**src/rtl/cmp_pkg.sv**
```systemverilog
// cmp_pkg: shared types for the iterative comparator (op encoding, FSM states).
package cmp_pkg;

    typedef enum logic [1:0] {
        CMP_SLT  = 2'b00,
        CMP_SLTU = 2'b01,
        CMP_SGE  = 2'b10,
        CMP_SGEU = 2'b11
    } cmp_op_t;

    typedef enum logic [1:0] {
        ST_IDLE = 2'd0,
        ST_BUSY = 2'd1,
        ST_DONE = 2'd2
    } cmp_state_t;

    // Signed ops have op[0] clear.
    function automatic logic op_is_signed(cmp_op_t op);
        return ~op[0];
    endfunction

    // SGE/SGEU report the complement of less-than.
    function automatic logic op_is_ge(cmp_op_t op);
        return op[1];
    endfunction

endpackage

```
**src/rtl/cmp_iter_if.sv**
```systemverilog
// cmp_iter_if: request/result handshake bundle for cmp_iter.
interface cmp_iter_if
    import cmp_pkg::*;
#(
    parameter int N = 32
);
    logic         in_valid;
    logic         in_ready;
    logic [N-1:0] a;
    logic [N-1:0] b;
    cmp_op_t      op;
    logic         out_valid;
    logic         out_ready;
    logic [N-1:0] out;
    logic         eq;

    modport master (
        output in_valid, a, b, op, out_ready,
        input  in_ready, out_valid, out, eq
    );

    modport slave (
        input  in_valid, a, b, op, out_ready,
        output in_ready, out_valid, out, eq
    );
endinterface

```
**src/rtl/cmp_chunk.sv**
```systemverilog
// cmp_chunk: combinational unsigned compare of one W-bit slice.
module cmp_chunk #(
    parameter int W = 8
) (
    input  logic [W-1:0] a_i,
    input  logic [W-1:0] b_i,
    output logic         lt_o,
    output logic         eq_o
);

    // Plain magnitude compare; sign handling is done before slicing.
    always_comb begin
        lt_o = (a_i < b_i);
        eq_o = (a_i == b_i);
    end

endmodule

```
**src/rtl/cmp_iter.sv**
```systemverilog
// cmp_iter: iterative comparator, one CHUNK-bit slice per cycle, MSB slice first.
// Build macro CMP_ITER_EARLY_EXIT_EN: leave BUSY as soon as a slice differs;
// without it the walk always covers all K slices.
//
// state   | meaning
// ST_IDLE | waiting for a request, in_ready high
// ST_BUSY | comparing slice idx_q, walking from K-1 down to 0
// ST_DONE | result presented, held until out_ready
module cmp_iter
    import cmp_pkg::*;
#(
    parameter int N     = 32,
    parameter int CHUNK = 8
) (
    input  logic      clk,
    input  logic      rst_n,
    cmp_iter_if.slave bus
);

    localparam int K  = N / CHUNK;
    localparam int IW = (K > 1) ? $clog2(K) : 1;
    localparam logic [IW-1:0] IDX_TOP  = IW'(K - 1);
    localparam logic [N-1:0]  SIGN_BIT = {1'b1, {(N-1){1'b0}}};

    cmp_state_t    state_q, state_d;
    logic [N-1:0]  a_q, b_q;
    cmp_op_t       op_q;
    logic [IW-1:0] idx_q, idx_d;
    logic          lt_q, lt_d;
    logic          diff_q, diff_d;   // an unequal slice has been seen

    logic          accept;
    logic          slice_lt, slice_eq;
    logic          last_slice;
    logic          leave_busy;
    logic          done_w;
    logic          pred;

    assign accept     = bus.in_valid && (state_q == ST_IDLE);
    assign last_slice = (idx_q == '0);

    cmp_chunk #(.W(CHUNK)) u_chunk (
        .a_i  (a_q[int'(idx_q) * CHUNK +: CHUNK]),
        .b_i  (b_q[int'(idx_q) * CHUNK +: CHUNK]),
        .lt_o (slice_lt),
        .eq_o (slice_eq)
    );

`ifdef CMP_ITER_EARLY_EXIT_EN
    assign leave_busy = !slice_eq || last_slice;
`else
    assign leave_busy = last_slice;
`endif

    // State, walk index and decision registers; operands captured on accept.
    // Flipping the sign bit turns a signed compare into an unsigned one.
    always_ff @(posedge clk or negedge rst_n) begin
        if (!rst_n) begin
            state_q <= ST_IDLE;
            idx_q   <= IDX_TOP;
            lt_q    <= 1'b0;
            diff_q  <= 1'b0;
            a_q     <= '0;
            b_q     <= '0;
            op_q    <= CMP_SLT;
        end else begin
            state_q <= state_d;
            idx_q   <= idx_d;
            lt_q    <= lt_d;
            diff_q  <= diff_d;
            if (accept) begin
                a_q  <= op_is_signed(bus.op) ? (bus.a ^ SIGN_BIT) : bus.a;
                b_q  <= op_is_signed(bus.op) ? (bus.b ^ SIGN_BIT) : bus.b;
                op_q <= bus.op;
            end
        end
    end

    // Next-state and decision logic; the first unequal slice fixes lt.
    always_comb begin
        state_d = state_q;
        idx_d   = idx_q;
        lt_d    = lt_q;
        diff_d  = diff_q;
        unique case (state_q)
            ST_IDLE: begin
                if (bus.in_valid) begin
                    state_d = ST_BUSY;
                    idx_d   = IDX_TOP;
                    lt_d    = 1'b0;
                    diff_d  = 1'b0;
                end
            end
            ST_BUSY: begin
                if (!diff_q && !slice_eq) begin
                    diff_d = 1'b1;
                    lt_d   = slice_lt;
                end
                if (leave_busy) begin
                    state_d = ST_DONE;
                    idx_d   = IDX_TOP;
                end else begin
                    idx_d   = idx_q - IW'(1);
                end
            end
            ST_DONE: begin
                if (bus.out_ready) state_d = ST_IDLE;
            end
            default: state_d = ST_IDLE;
        endcase
    end

    // Outputs decode straight from registers so they hold steady in DONE.
    always_comb begin
        done_w        = (state_q == ST_DONE);
        pred          = op_is_ge(op_q) ? !lt_q : lt_q;
        bus.in_ready  = (state_q == ST_IDLE);
        bus.out_valid = done_w;
        bus.out       = done_w ? N'(pred) : '0;
        bus.eq        = done_w && !diff_q;
    end

endmodule

```
**src/flat_wrapper.sv**
```systemverilog
// flat-port wrapper written by rule: the top's interface ports become plain ports
module cmp_iter_flat import cmp_pkg::*;
#(
    parameter int N     = 32,
    parameter int CHUNK = 8
)
  (clk, rst_n, bus_in_valid, bus_a, bus_b, bus_op, bus_out_ready, bus_in_ready, bus_out_valid, bus_out, bus_eq);
  cmp_iter_if #(.N(N)) bus_i ();
  input  logic clk;
  input  logic rst_n;
  input wire logic [$bits(bus_i.in_valid)-1:0] bus_in_valid;
  input wire logic [$bits(bus_i.a)-1:0] bus_a;
  input wire logic [$bits(bus_i.b)-1:0] bus_b;
  input wire logic [$bits(bus_i.op)-1:0] bus_op;
  input wire logic [$bits(bus_i.out_ready)-1:0] bus_out_ready;
  output wire logic [$bits(bus_i.in_ready)-1:0] bus_in_ready;
  output wire logic [$bits(bus_i.out_valid)-1:0] bus_out_valid;
  output wire logic [$bits(bus_i.out)-1:0] bus_out;
  output wire logic [$bits(bus_i.eq)-1:0] bus_eq;
  assign bus_i.in_valid = bus_in_valid;
  assign bus_i.a = bus_a;
  assign bus_i.b = bus_b;
  assign bus_i.op = bus_op;
  assign bus_i.out_ready = bus_out_ready;
  assign bus_in_ready = bus_i.in_ready;
  assign bus_out_valid = bus_i.out_valid;
  assign bus_out = bus_i.out;
  assign bus_eq = bus_i.eq;
  cmp_iter #(.N(N), .CHUNK(CHUNK)) u_core (.clk(clk), .rst_n(rst_n), .bus(bus_i));
endmodule
```
**config.mk**
```make
export PLATFORM = sky130hd
export DESIGN_NAME = cmp_iter_flat
export DESIGN_NICKNAME = d
export VERILOG_FILES = /design/src/rtl/cmp_pkg.sv /design/src/rtl/cmp_iter_if.sv /design/src/rtl/cmp_chunk.sv /design/src/rtl/cmp_iter.sv /design/src/flat_wrapper.sv
export SDC_FILE = /design/constraint.sdc
export NUM_CORES = 1
export LEC_CHECK = 0
export BUFFER_PORTS_ARGS = -buffer_cell sky130_fd_sc_hd__buf_2
export CORE_ASPECT_RATIO = 1.1
export CORE_UTILIZATION = 40
export DETAILED_ROUTE_END_ITERATION = 7
export GPL_ROUTABILITY_DRIVEN = 1
export PLACE_DENSITY = 0.68
export SLEW_MARGIN = 20
export SYNTH_ARGS = -nofsm -noshare
export SYNTH_HDL_FRONTEND = slang
export SYNTH_SLANG_ARGS = --single-unit
```
**constraint.sdc**
```tcl
create_clock -name clk -period 6.4 [get_ports clk]
set_input_delay 0.96 -clock clk [delete_from_list [all_inputs] [get_ports clk]]
set_output_delay 0.96 -clock clk [all_outputs]
set_load 0.01 [all_outputs]
```
==> reports/qor.csv <==
metric;value;unit
Peak supply drop;0.156;mV
mapped cell area;3610;µm²
worst-path cell chain;mux4_1, ha_1, nand4_1, o211ai_1, nand3_1, o31ai_1;
Final #Nets;528;
Seq/Total Area, Yosys;49.3;%
Yosys top cell area share;47.8;%
Yosys warnings;0;
WL per Instance;12.6;µm
final setup skew;5.02;ps
row cnt;36;
CTS resizes;0;
initial antenna violation count;0;
Clock Latency Late Sink;340;ps
CP Data Arrival Time;2810;ps
slowest cell on the critical path;dfstp_2;
RR Startpoint;u_core.idx_q[0]$_DFFE_PN1P_;
area of the die;9410;µm²
Worst-path clk slew;70;ps
clk buf depth;2;
final core occ;46.3;%
Unique masters post-synth;30;
setup_tns;0;ps
global-route wire length before repair;11900;µm
gr ovfl total;0;
pre-CTS setup slack;3830;ps
fin. max-slew vios;0;
DR pass1 iterations;4;
status;complete, no violations;
GRT Total Usage;16.8;%
RSZ-0062 raised after global routing;no;
vias in the first global route;2655;
number of vias per cell;4.67;
cell count after synthesis;382;
Avg Synthesized Cell Area;9.46;µm²
layout cells sized above 1;21.1;%
Final Instance Area;4080;µm²
CP Launch Type;register;
core area;8830;µm²
crit path kind;register to register;
Initial DRC Count;143;
post-route minimum period;2570;ps
hold_buf cts;0;
Initial Utilization;40.9;%
power per cell area;458;nW/µm²
max-cap viol count;0;
Hold Startpoint;u_core.a_q[1]$_DFFE_PN0P_;
slew at the pin with the worst max-slew slack;884;ps
Slew Limit Headroom;41.0;%
Root Driver;clkbuf_8;
CTS Buf Count;9;
total I/O pin count;105;
hold worst-path end;u_core.a_q[1]$_DFFE_PN0P_;
gpl congestion;0.783;
dpl cell area;3910;µm²
Ant. Diodes;0;
Die Wd;92.6;µm
RR Endpoint;u_core.lt_q$_DFFE_PN0P_;
# DRC;0;
DP HPWL;5100;µm
final setup vio count;0;
H-tree depth;3;
placed cells;552;
CP max stage delay;830;ps
# clock sinks;71;
Final Worst Setup Slack;3830;ps
Max Fanout on Critical Path;17;
fin crit share;40.1;%
number of synthesized register bits;71;
Area growth, synth to finish;13.1;%
Post-CTS Repair Setup Buffers;0;
required time worst endpoint;6650;ps
Hold Path Class;register to register;
via count;2653;
reg2reg path depth;6;
CTS tree;yes;
Total Routed Length;7180;µm
I/O Buffers;73;
largest net degree at the start of global routing;72;
largest area contributor in the netlist;dfrtp_1;
top post-synthesis cells by area;dfrtp_1 48%, nand2_1 20%, mux4_1 11%;
Hold Path Stages;2;
Highest Clock Rate;390;MHz
Crit. End Element;register;
fin cells;568;
Die Y;102;µm
R2R Setup Slk;3830;ps
Lkg Pwr;2.30;nW
Final ANT Viol Nets;0;
Fin. Hold Viols;0;
-- stage by stage --
| step | total power [W] | hold slack, ps |
|---|---|---|
| floorplan | 0.00139 | 437 |
| global placement | 0.00152 | 451 |
| detailed placement | 0.00157 | 455 |
| CTS | 0.00190 | 473 |
| global route | 0.00204 | 488 |
| finish | 0.00187 | 467 |
-- final cells by class --
cell class              instances  area, µm²
repair buffers                 75        380
clock inverters                 4       20.0
fillers                       906       4740
well taps                     114        143
flip-flops and latches         71       1780
inverters                      12       45.0
clock buffers                  12        155
multi-input cells             280       1560
-- per-layer routing --
metal | GRT usage, % | vias up | wire (µm) | part of all wire (%)
met3 | 3.45 | 15 | 262 | 3.7
met2 | 30.6 | 64 | 3780 | 53
met5 | 0 | - | 0 | 0
met1 | 18.9 | 1273 | 2970 | 41
met4 | 7.93 | 0 | 164 | 2.3
li1 | - | 1301 | - | -
-- worst max-delay path by stage --
stage | from | endpoint | cells after the start
final | u_core.idx_q[0]$_DFFE_PN1P_ | u_core.lt_q$_DFFE_PN0P_ | 6
after global routing | u_core.idx_q[0]$_DFFE_PN1P_ | u_core.lt_q$_DFFE_PN0P_ | 6
after CTS | u_core.idx_q[0]$_DFFE_PN1P_ | u_core.lt_q$_DFFE_PN0P_ | 6
after detailed placement | u_core.idx_q[0]$_DFFE_PN1P_ | u_core.lt_q$_DFFE_PN0P_ | 6
after global placement | u_core.idx_q[0]$_DFFE_PN1P_ | u_core.lt_q$_DFFE_PN0P_ | 6
after floorplan | u_core.idx_q[0]$_DFFE_PN1P_ | u_core.lt_q$_DFFE_PN0P_ | 8
-- synthesized netlist by cell type --
cell type  number
mux4_1         15
nor2_2          1
nand2b_1        1
nor2b_1         1
conb_1          1
inv_1          12
xor2_1          2
and2_1          1
nand4_1         2
clkbuf_1        2
buf_4          33
o21ai_0         5
a21oi_1         5
dfrtp_1        69
xnor2_1         1
buf_12          1
dfstp_2         2
ha_1            9
o31ai_1         1
o21bai_1        1
buf_6           1
mux4_2          1
nand2_1       194
and2b_1         1
buf_2          10
buf_1           2
nand3_1         1
o211ai_1        2
nor2_1          3
a22oi_1         2
-- power by group --
group	internal [W]	switching [W]	leakage, nW
Clock	0.000159	0.000163	0.0959
Combinational	0.000356	0.000376	1.33
Sequential	0.000664	0.000153	0.881
Total	0.00118	0.000692	2.30
-- cells by family (layout without fill, tap and decap cells) --
family / Yosys count / after routing / share of synthesized area, %
compound gates: 16 / 16 / 2.63
xor+xnor: 3 / 3 / 0.728
fa+ha+maj: 9 / 9 / 3.12
buf+inv: 61 / 103 / 10.8
flops: 71 / 71 / 49.3
mux: 16 / 16 / 11.5
other cells: 1 / 31 / 0.104
simple gates: 205 / 205 / 21.9
-- sequential cells by signal (all words and copies together), names as in the netlist --
name and count:
u_core.a_q 32, u_core.b_q 32, u_core.idx_q 2, u_core.state_q 2, u_core.diff_q 1, u_core.lt_q 1
u_core.op_q 1
-- cells in the final DEF (no fill, tap or decap), types with 2 or more instances in the layout --
cell      Yosys  routed
a21oi_1       5       5
a22oi_1       2       2
buf_2        10      73
buf_4        33       2
clkbuf_8      0      11
clkinv_2      0       4
conb_1        1      31
dfrtp_1      69      69
dfstp_2       2       2
ha_1          9       9
inv_1        12      12
mux4_1       15      15
nand2_1     194     193
nand4_1       2       2
nor2_1        3       3
o211ai_1      2       2
o21ai_0       5       5
xor2_1        2       2
-- critical path, delay by kind of cell, from the launching register on --
family / cells / cell delay [ps]
muxes: 1 / 630
and+or+nand+nor: 2 / 260
adders and majority gates: 1 / 340
DFF: 1 / 830
AOI/OAI and AO/OA: 2 / 400
Power figures use the tool's default switching activity.
